### src/rtl/spi_pkg.sv
// Shared definitions for the multi-slave SPI master: FSM encodings, mode bit
// positions and the half-period calculation used when a frame is accepted.
package spi_pkg;

  typedef enum logic [2:0] {
    IDLE,
    CS_GAP,
    CS_SETUP,
    SHIFT,
    CS_END
  } state_t;

  localparam int unsigned MODE_CPHA = 0;
  localparam int unsigned MODE_CPOL = 1;

  // Half period in clk cycles; a zero result from the shift is clamped to one.
  function automatic logic [31:0] spi_half_period(input logic [31:0] p, input logic [3:0] speed);
    logic [31:0] h;
    h = p >> speed;
    return (h == 32'd0) ? 32'd1 : h;
  endfunction

endpackage

### src/rtl/spi_clk_div.sv
// Restartable divider: one-cycle tick every `half` cycles, first tick `half`
// cycles after the restart pulse is released.
module spi_clk_div (
  input  logic        clk,
  input  logic        rst_n,
  input  logic        restart,
  input  logic [31:0] half,
  output logic        tick_c
);

  logic [31:0] cnt;

  assign tick_c = (cnt == 32'd0) && !restart;

  always_ff @(posedge clk) begin
    if (!rst_n) begin
      cnt <= '0;
    end else if (restart || cnt == 32'd0) begin
      cnt <= half - 32'd1;
    end else begin
      cnt <= cnt - 32'd1;
    end
  end

endmodule

### src/rtl/spi_master_multi.sv
// SPI master with run-time mode/bit order/speed, decoded chip selects and
// optional chip-select hold between frames. One frame per start handshake.
module spi_master_multi
  import spi_pkg::*;
#(
  parameter int unsigned FREQ    = 48_000_000,
  parameter int unsigned BASE_HZ = 200_000,
  parameter int unsigned WIDTH   = 8,
  parameter int unsigned NUM_CS  = 4,
  localparam int unsigned CSW    = (NUM_CS > 1) ? $clog2(NUM_CS) : 1
) (
  input  logic              I_clk,
  input  logic              I_rst_n,
  output logic              O_sck,
  output logic              O_mosi,
  input  logic              I_miso,
  output logic [NUM_CS-1:0] O_cs_n,
  input  logic [1:0]        I_mode,
  input  logic              I_lsb_first,
  input  logic [3:0]        I_speed,
  input  logic [CSW-1:0]    I_cs_sel,
  input  logic              I_cs_hold,
  input  logic              I_cs_release,
  input  logic              I_start,
  input  logic [WIDTH-1:0]  I_data_out,
  output logic [WIDTH-1:0]  O_data_in,
  output logic              O_busy,
  output logic              O_data_ready,
  input  logic              I_ack_read
);

  localparam int unsigned P  = FREQ / (BASE_HZ * 2);
  localparam int unsigned EW = $clog2(2 * WIDTH);

  state_t           state;
  logic [1:0]       mode_q;
  logic             lsb_q;
  logic [CSW-1:0]   sel_q;
  logic [CSW-1:0]   held_sel;
  logic             hold_q;
  logic             held;
  logic             rel_pend;
  logic             restart;
  logic [31:0]      half;
  logic [WIDTH-1:0] tx_q;
  logic [WIDTH-1:0] rx_q;
  logic [WIDTH-1:0] rx_next;
  logic [EW-1:0]    edge_cnt;
  logic             tick_c;
  logic             leading;
  logic             last_edge;
  logic             sample;
  logic             drive;

  spi_clk_div u_div (
    .clk    (I_clk),
    .rst_n  (I_rst_n),
    .restart(restart),
    .half   (half),
    .tick_c (tick_c)
  );

  function automatic logic head(input logic [WIDTH-1:0] d, input logic lsb);
    return lsb ? d[0] : d[WIDTH-1];
  endfunction

  function automatic logic [WIDTH-1:0] advance(input logic [WIDTH-1:0] d, input logic lsb);
    return lsb ? (d >> 1) : (d << 1);
  endfunction

  // Selects outside the populated range leave every chip select high.
  function automatic logic [NUM_CS-1:0] cs_mask(input logic [CSW-1:0] s);
    logic [NUM_CS-1:0] m;
    m = '1;
    for (int unsigned i = 0; i < NUM_CS; i++) begin
      if (s == CSW'(i)) m[i] = 1'b0;
    end
    return m;
  endfunction

  // Edge classification within SHIFT; odd-numbered edges (even count) lead.
  always_comb begin
    leading   = !edge_cnt[0];
    last_edge = (edge_cnt == EW'(2 * WIDTH - 1));
    sample    = mode_q[MODE_CPHA] ? !leading : leading;
    drive     = mode_q[MODE_CPHA] ? leading : (!leading && !last_edge);
    rx_next   = rx_q;
    if (sample) begin
      rx_next = lsb_q ? {I_miso, rx_q[WIDTH-1:1]} : {rx_q[WIDTH-2:0], I_miso};
    end
  end

  always_ff @(posedge I_clk) begin
    if (!I_rst_n) begin
      state        <= IDLE;
      O_sck        <= 1'b0;
      O_mosi       <= 1'b1;
      O_cs_n       <= '1;
      O_busy       <= 1'b1;
      O_data_in    <= '0;
      O_data_ready <= 1'b0;
      mode_q       <= '0;
      lsb_q        <= 1'b0;
      sel_q        <= '0;
      held_sel     <= '0;
      hold_q       <= 1'b0;
      held         <= 1'b0;
      rel_pend     <= 1'b0;
      restart      <= 1'b0;
      half         <= 32'd1;
      tx_q         <= '0;
      rx_q         <= '0;
      edge_cnt     <= '0;
    end else begin
      restart <= 1'b0;
      if (I_ack_read) O_data_ready <= 1'b0;

      case (state)
        IDLE: begin
          O_busy <= 1'b0;
          O_sck  <= I_mode[MODE_CPOL];
          if (I_start && !O_busy) begin
            mode_q   <= I_mode;
            lsb_q    <= I_lsb_first;
            sel_q    <= I_cs_sel;
            hold_q   <= I_cs_hold;
            half     <= spi_half_period(32'(P), I_speed);
            restart  <= 1'b1;
            O_busy   <= 1'b1;
            rel_pend <= 1'b0;
            held     <= 1'b0;
            tx_q     <= I_data_out;
            rx_q     <= '0;
            if (held && held_sel != I_cs_sel) begin
              O_cs_n <= '1;
              state  <= CS_GAP;
            end else begin
              O_cs_n   <= cs_mask(I_cs_sel);
              edge_cnt <= '0;
              state    <= CS_SETUP;
              if (!I_mode[MODE_CPHA]) begin
                O_mosi <= head(I_data_out, I_lsb_first);
                tx_q   <= advance(I_data_out, I_lsb_first);
              end
            end
          end else if (I_cs_release && held) begin
            rel_pend <= 1'b1;
            restart  <= 1'b1;
          end else if (rel_pend && tick_c) begin
            O_cs_n   <= '1;
            held     <= 1'b0;
            rel_pend <= 1'b0;
          end
        end

        CS_GAP: begin
          if (tick_c) begin
            O_cs_n   <= cs_mask(sel_q);
            edge_cnt <= '0;
            state    <= CS_SETUP;
            if (!mode_q[MODE_CPHA]) begin
              O_mosi <= head(tx_q, lsb_q);
              tx_q   <= advance(tx_q, lsb_q);
            end
          end
        end

        CS_SETUP: begin
          if (tick_c) state <= SHIFT;
        end

        SHIFT: begin
          if (tick_c) begin
            O_sck    <= ~O_sck;
            edge_cnt <= edge_cnt + EW'(1);
            rx_q     <= rx_next;
            if (drive) begin
              O_mosi <= head(tx_q, lsb_q);
              tx_q   <= advance(tx_q, lsb_q);
            end
            if (last_edge) begin
              O_data_in    <= rx_next;
              O_data_ready <= 1'b1;
              O_mosi       <= 1'b1;
              state        <= CS_END;
            end
          end
        end

        CS_END: begin
          if (tick_c) begin
            if (hold_q) begin
              held     <= 1'b1;
              held_sel <= sel_q;
            end else begin
              O_cs_n <= '1;
            end
            O_busy <= 1'b0;
            state  <= IDLE;
          end
        end

        default: state <= IDLE;
      endcase
    end
  end

endmodule
### config.mk
export PLATFORM = sky130hd
export DESIGN_NAME = spi_master_multi
export DESIGN_NICKNAME = d
export VERILOG_FILES = /design/src/rtl/spi_pkg.sv /design/src/rtl/spi_clk_div.sv /design/src/rtl/spi_master_multi.sv
export SDC_FILE = /design/constraint.sdc
export NUM_CORES = 1
export LEC_CHECK = 0
export CAP_MARGIN = 10
export CORE_MARGIN = 1
export CORE_UTILIZATION = 59
export CTS_CLUSTER_SIZE = 28
export DETAILED_ROUTE_END_ITERATION = 10
export PLACE_DENSITY = 0.84
export SETUP_SLACK_MARGIN = 0.05
export SLEW_MARGIN = 10
export SYNTH_ARGS = -nofsm -noshare
export SYNTH_HDL_FRONTEND = slang
export SYNTH_HIERARCHICAL = 1
export SYNTH_SLANG_ARGS = --single-unit
### constraint.sdc
create_clock -name I_clk -period 4.5 [get_ports I_clk]
set_input_delay 0.9 -clock I_clk [delete_from_list [all_inputs] [get_ports I_clk]]
set_output_delay 0.9 -clock I_clk [all_outputs]
set_load 0.005 [all_outputs]
==> run metrics, run 1 <==
Gate power share=between 40% and 50%; Post-Place Cells=845; Layout Nets=775; DRT iter0 DRCs=~220; Antenna diodes=0; Synth top area share=33.1%; DR vias/cell=approximately 5.8; power density over cell area=497 nW/um^2; Fin. Hold Viols=0; WS Path Type=reg -> reg; GR Layer Usage met2=between 40% and 50%; CP Capture Type=flip-flop; status=finished, final reports clean; Placer Congestion=between 0.8 and 0.9; final setup violation count=0; f_max=roughly 0.25 GHz; Design Power=around 0.0031 W; layout cells sized above 1=7.30%; top-count cell post-synth=nor2_1; aggregate global-route resource usage=26.5%; met3 usage=5.49%; DRC viols=0; Ys Warns=6; Post CTS Setup Buffer Count=0; post-DP HPWL=between 8000 and 9000 um; Slew Limit Headroom=between 30% and 40%; first-pass GRT wire length=just over 20000 um; min cycle time layout=between 3 and 4 ns; routed len/inst=14.7 um; max_cap viols=0; IR drop worst, VDD=between 0.0002 and 0.0003 V; clock root cell=clkbuf_8; area of the mapped netlist=approximately 5300 um^2; area grow syn2layout=17.1%; Starting Density=approximately three fifths; final worst path period share=slightly below 90%; Slew Limit Fails=0; clk_lat worst skew=roughly 0.38 ns; crit path launch type=flip-flop; post-CTS sizing=0; Seq/Total Area, Yosys=roughly 33%; clock network fraction of design power=about a fifth; Finished Core Util=a little under three quarters; syn avg cell area=between 8 and 9 um^2; worst hold path type=reg -> reg; Post-synth EDFFs=0; H-tree levels=3; static leakage=~2.7 nW; GRT busiest layer=met2; antenna-violating nets left=0; final worst-path setup slack=0.529 ns; Reg power frac=34.6%; CTS tree=yes; synth top area cells=dfxtp_1, mux2i_1, nor2_1; RSZ-0062 raised after global routing=no; vias=approximately 5k; crit-path max FO=31; Finished Layout Cells=approximately 860; slew at the pin closest to its max-slew limit=between 1 and 1.5 ns; GRT met1 Usage=between 30% and 40%; Mapped Cells=approximately 650; Cell Int Power=about 0.0018 W; Async SR Flop Fraction=0%; vias in the first global route=roughly 4.6k; Die Area=between 9000 and 10000 um^2; DP Worst Slack=between 0.5 and 0.6 ns; Slowest cell on crit path=or4_1; commonest cells in the netlist=nor2_1, dfxtp_1, a21oi_1, mux2i_1, nand2_1; Rows=34; TNS Setup=0 ns; cell taking the most area after synthesis=dfxtp_1; CP required=4.74 ns; CTS Buffer Depth=2; # hold bufs at CTS=0; I/O pins=40; P_sw=between 0.001 and 0.0015 W; # port buffers=39; largest net degree at the start of global routing=46; Die Y=between 90 and 100 um; Worst path max stage delay=0.70 ns; Die W=a little under 100 um; clk slew on worst S/H paths=roughly 0.09 ns; CP arrival=4.21 ns; Sink Count=between 80 and 90; Seq cells post-synth=88; grt ovf=0; CTS Buf Count=9; synth unique cells=between 60 and 70; Switching Share=between 40% and 50%; skew final=0.0144 ns; core area=8720 um^2; crit-path cells=or4_1, or4_4, o41a_4, mux2i_1, ha_1, nand2_1, o21bai_1, or4_1, nor3_1, nor3b_1; Worst path most repeated cell=or4_1; initial antenna violation count=0; Synth Flop Type=dfxtp_1; number of fillers in the final layout=709; DR pass1 iterations=5; WL final=12600 um
## registers in the layout (all words and copies together) (netlist names)
register and cells:
tx_q 8, O_sck 1, O_cs_n 4, hold_q 1, held 1, u_div/cnt 32
held_sel 2, O_data_ready 1, sel_q 2, restart 1, O_data_in 8, rx_q 8
lsb_q 1, mode_q 1, O_mosi 1, half 7, rel_pend 1, O_busy 1
edge_cnt 4, state 3
## logic make-up after synthesis
kind of cell | Yosys count | synth area share [%]
buffers and inverters | 48 | 3.93
xor gates and xnor gates | 32 | 5.41
muxes | 62 | 12.1
DFF | 88 | 33.1
AOI/OAI and AO/OA | 158 | 20.7
and+or+nand+nor | 255 | 24.0
other | 1 | 0.0705
adders and majority gates | 3 | 0.706
## stage by stage
stage / hold slack [ns] / area (um^2)
after CTS: 0.481 / 6230
after detailed placement: 0.459 / 6030
final: 0.478 / 6230
after floorplan: 0.447 / 5620
after global routing: 0.508 / 6230
after global placement: 0.458 / 6030
## final cells by class
cell class / count / area, um^2 / share of cell area, %
Clock buffer: 9 / 124 / 1.99
Sequential cell: 88 / 1760 / 28.3
Tap cell: 108 / 135 / 2.17
Timing Repair Buffer: 44 / 428 / 6.87
Multi-Input combinational cell: 590 / 3640 / 58.5
Clock inverter: 7 / 77.6 / 1.25
Inverter: 15 / 56.3 / 0.904
## power groups by stage
stage	logic, W	clock network (W)	registers, W
2_1_floorplan	0.00119	0	0.00103
3_3_place_gp	0.00137	0	0.00107
3_5_place_dp	0.00142	0	0.00108
4_1_cts	0.00143	0.000591	0.00107
5_1_grt	0.00159	0.000616	0.00109
6_report	0.00144	0.000581	0.00107
## worst max-delay path: cells and delay by family, from the launching register on
kind                       cells  cell delay, ns
adders and majority gates      1            0.19
DFF                            1            0.34
and+or+nand+nor                6            2.33
muxes                          1            0.26
AOI/OAI and AO/OA              2            0.71
## final timing paths
kind / from / cells after the start / slack (ns) / end
max: u_div/cnt[17] / 10 / 0.53 / u_div/cnt[22]
min: O_data_ready / 2 / 0.48 / O_data_ready
max reg2reg: u_div/cnt[17] / 10 / 0.53 / u_div/cnt[22]
min reg2reg: O_data_ready / 2 / 0.48 / O_data_ready
## placed cells by master, fill, tap and decap left out, drive strengths merged, types with 17 or more instances in the layout
cell	n
xor2	19
conb	80
mux2i	45
nor2	96
clkdlybuf4s50	39
a21oi	56
mux2	17
dfxtp	88
o21ai	29
inv	18
nor3	29
or3	19
nor4	18
nand2	38
## metal layers
layer / routed length (um) / vias to the layer above / part of all wire [%]
met4: 238 / 0 / 1.9
met2: 6290 / 144 / 50
li1: - / 2489 / -
met1: 5540 / 2333 / 44
met5: 0 / - / 0
met3: 574 / 27 / 4.5
Power figures use the tool's default switching activity.
==> inputs of run 2 (changes only) <==
CAP_MARGIN = 20   (was 10)
==> results of run 2 <==
The final DEF is identical to that of run 1; final timing and power are the same.
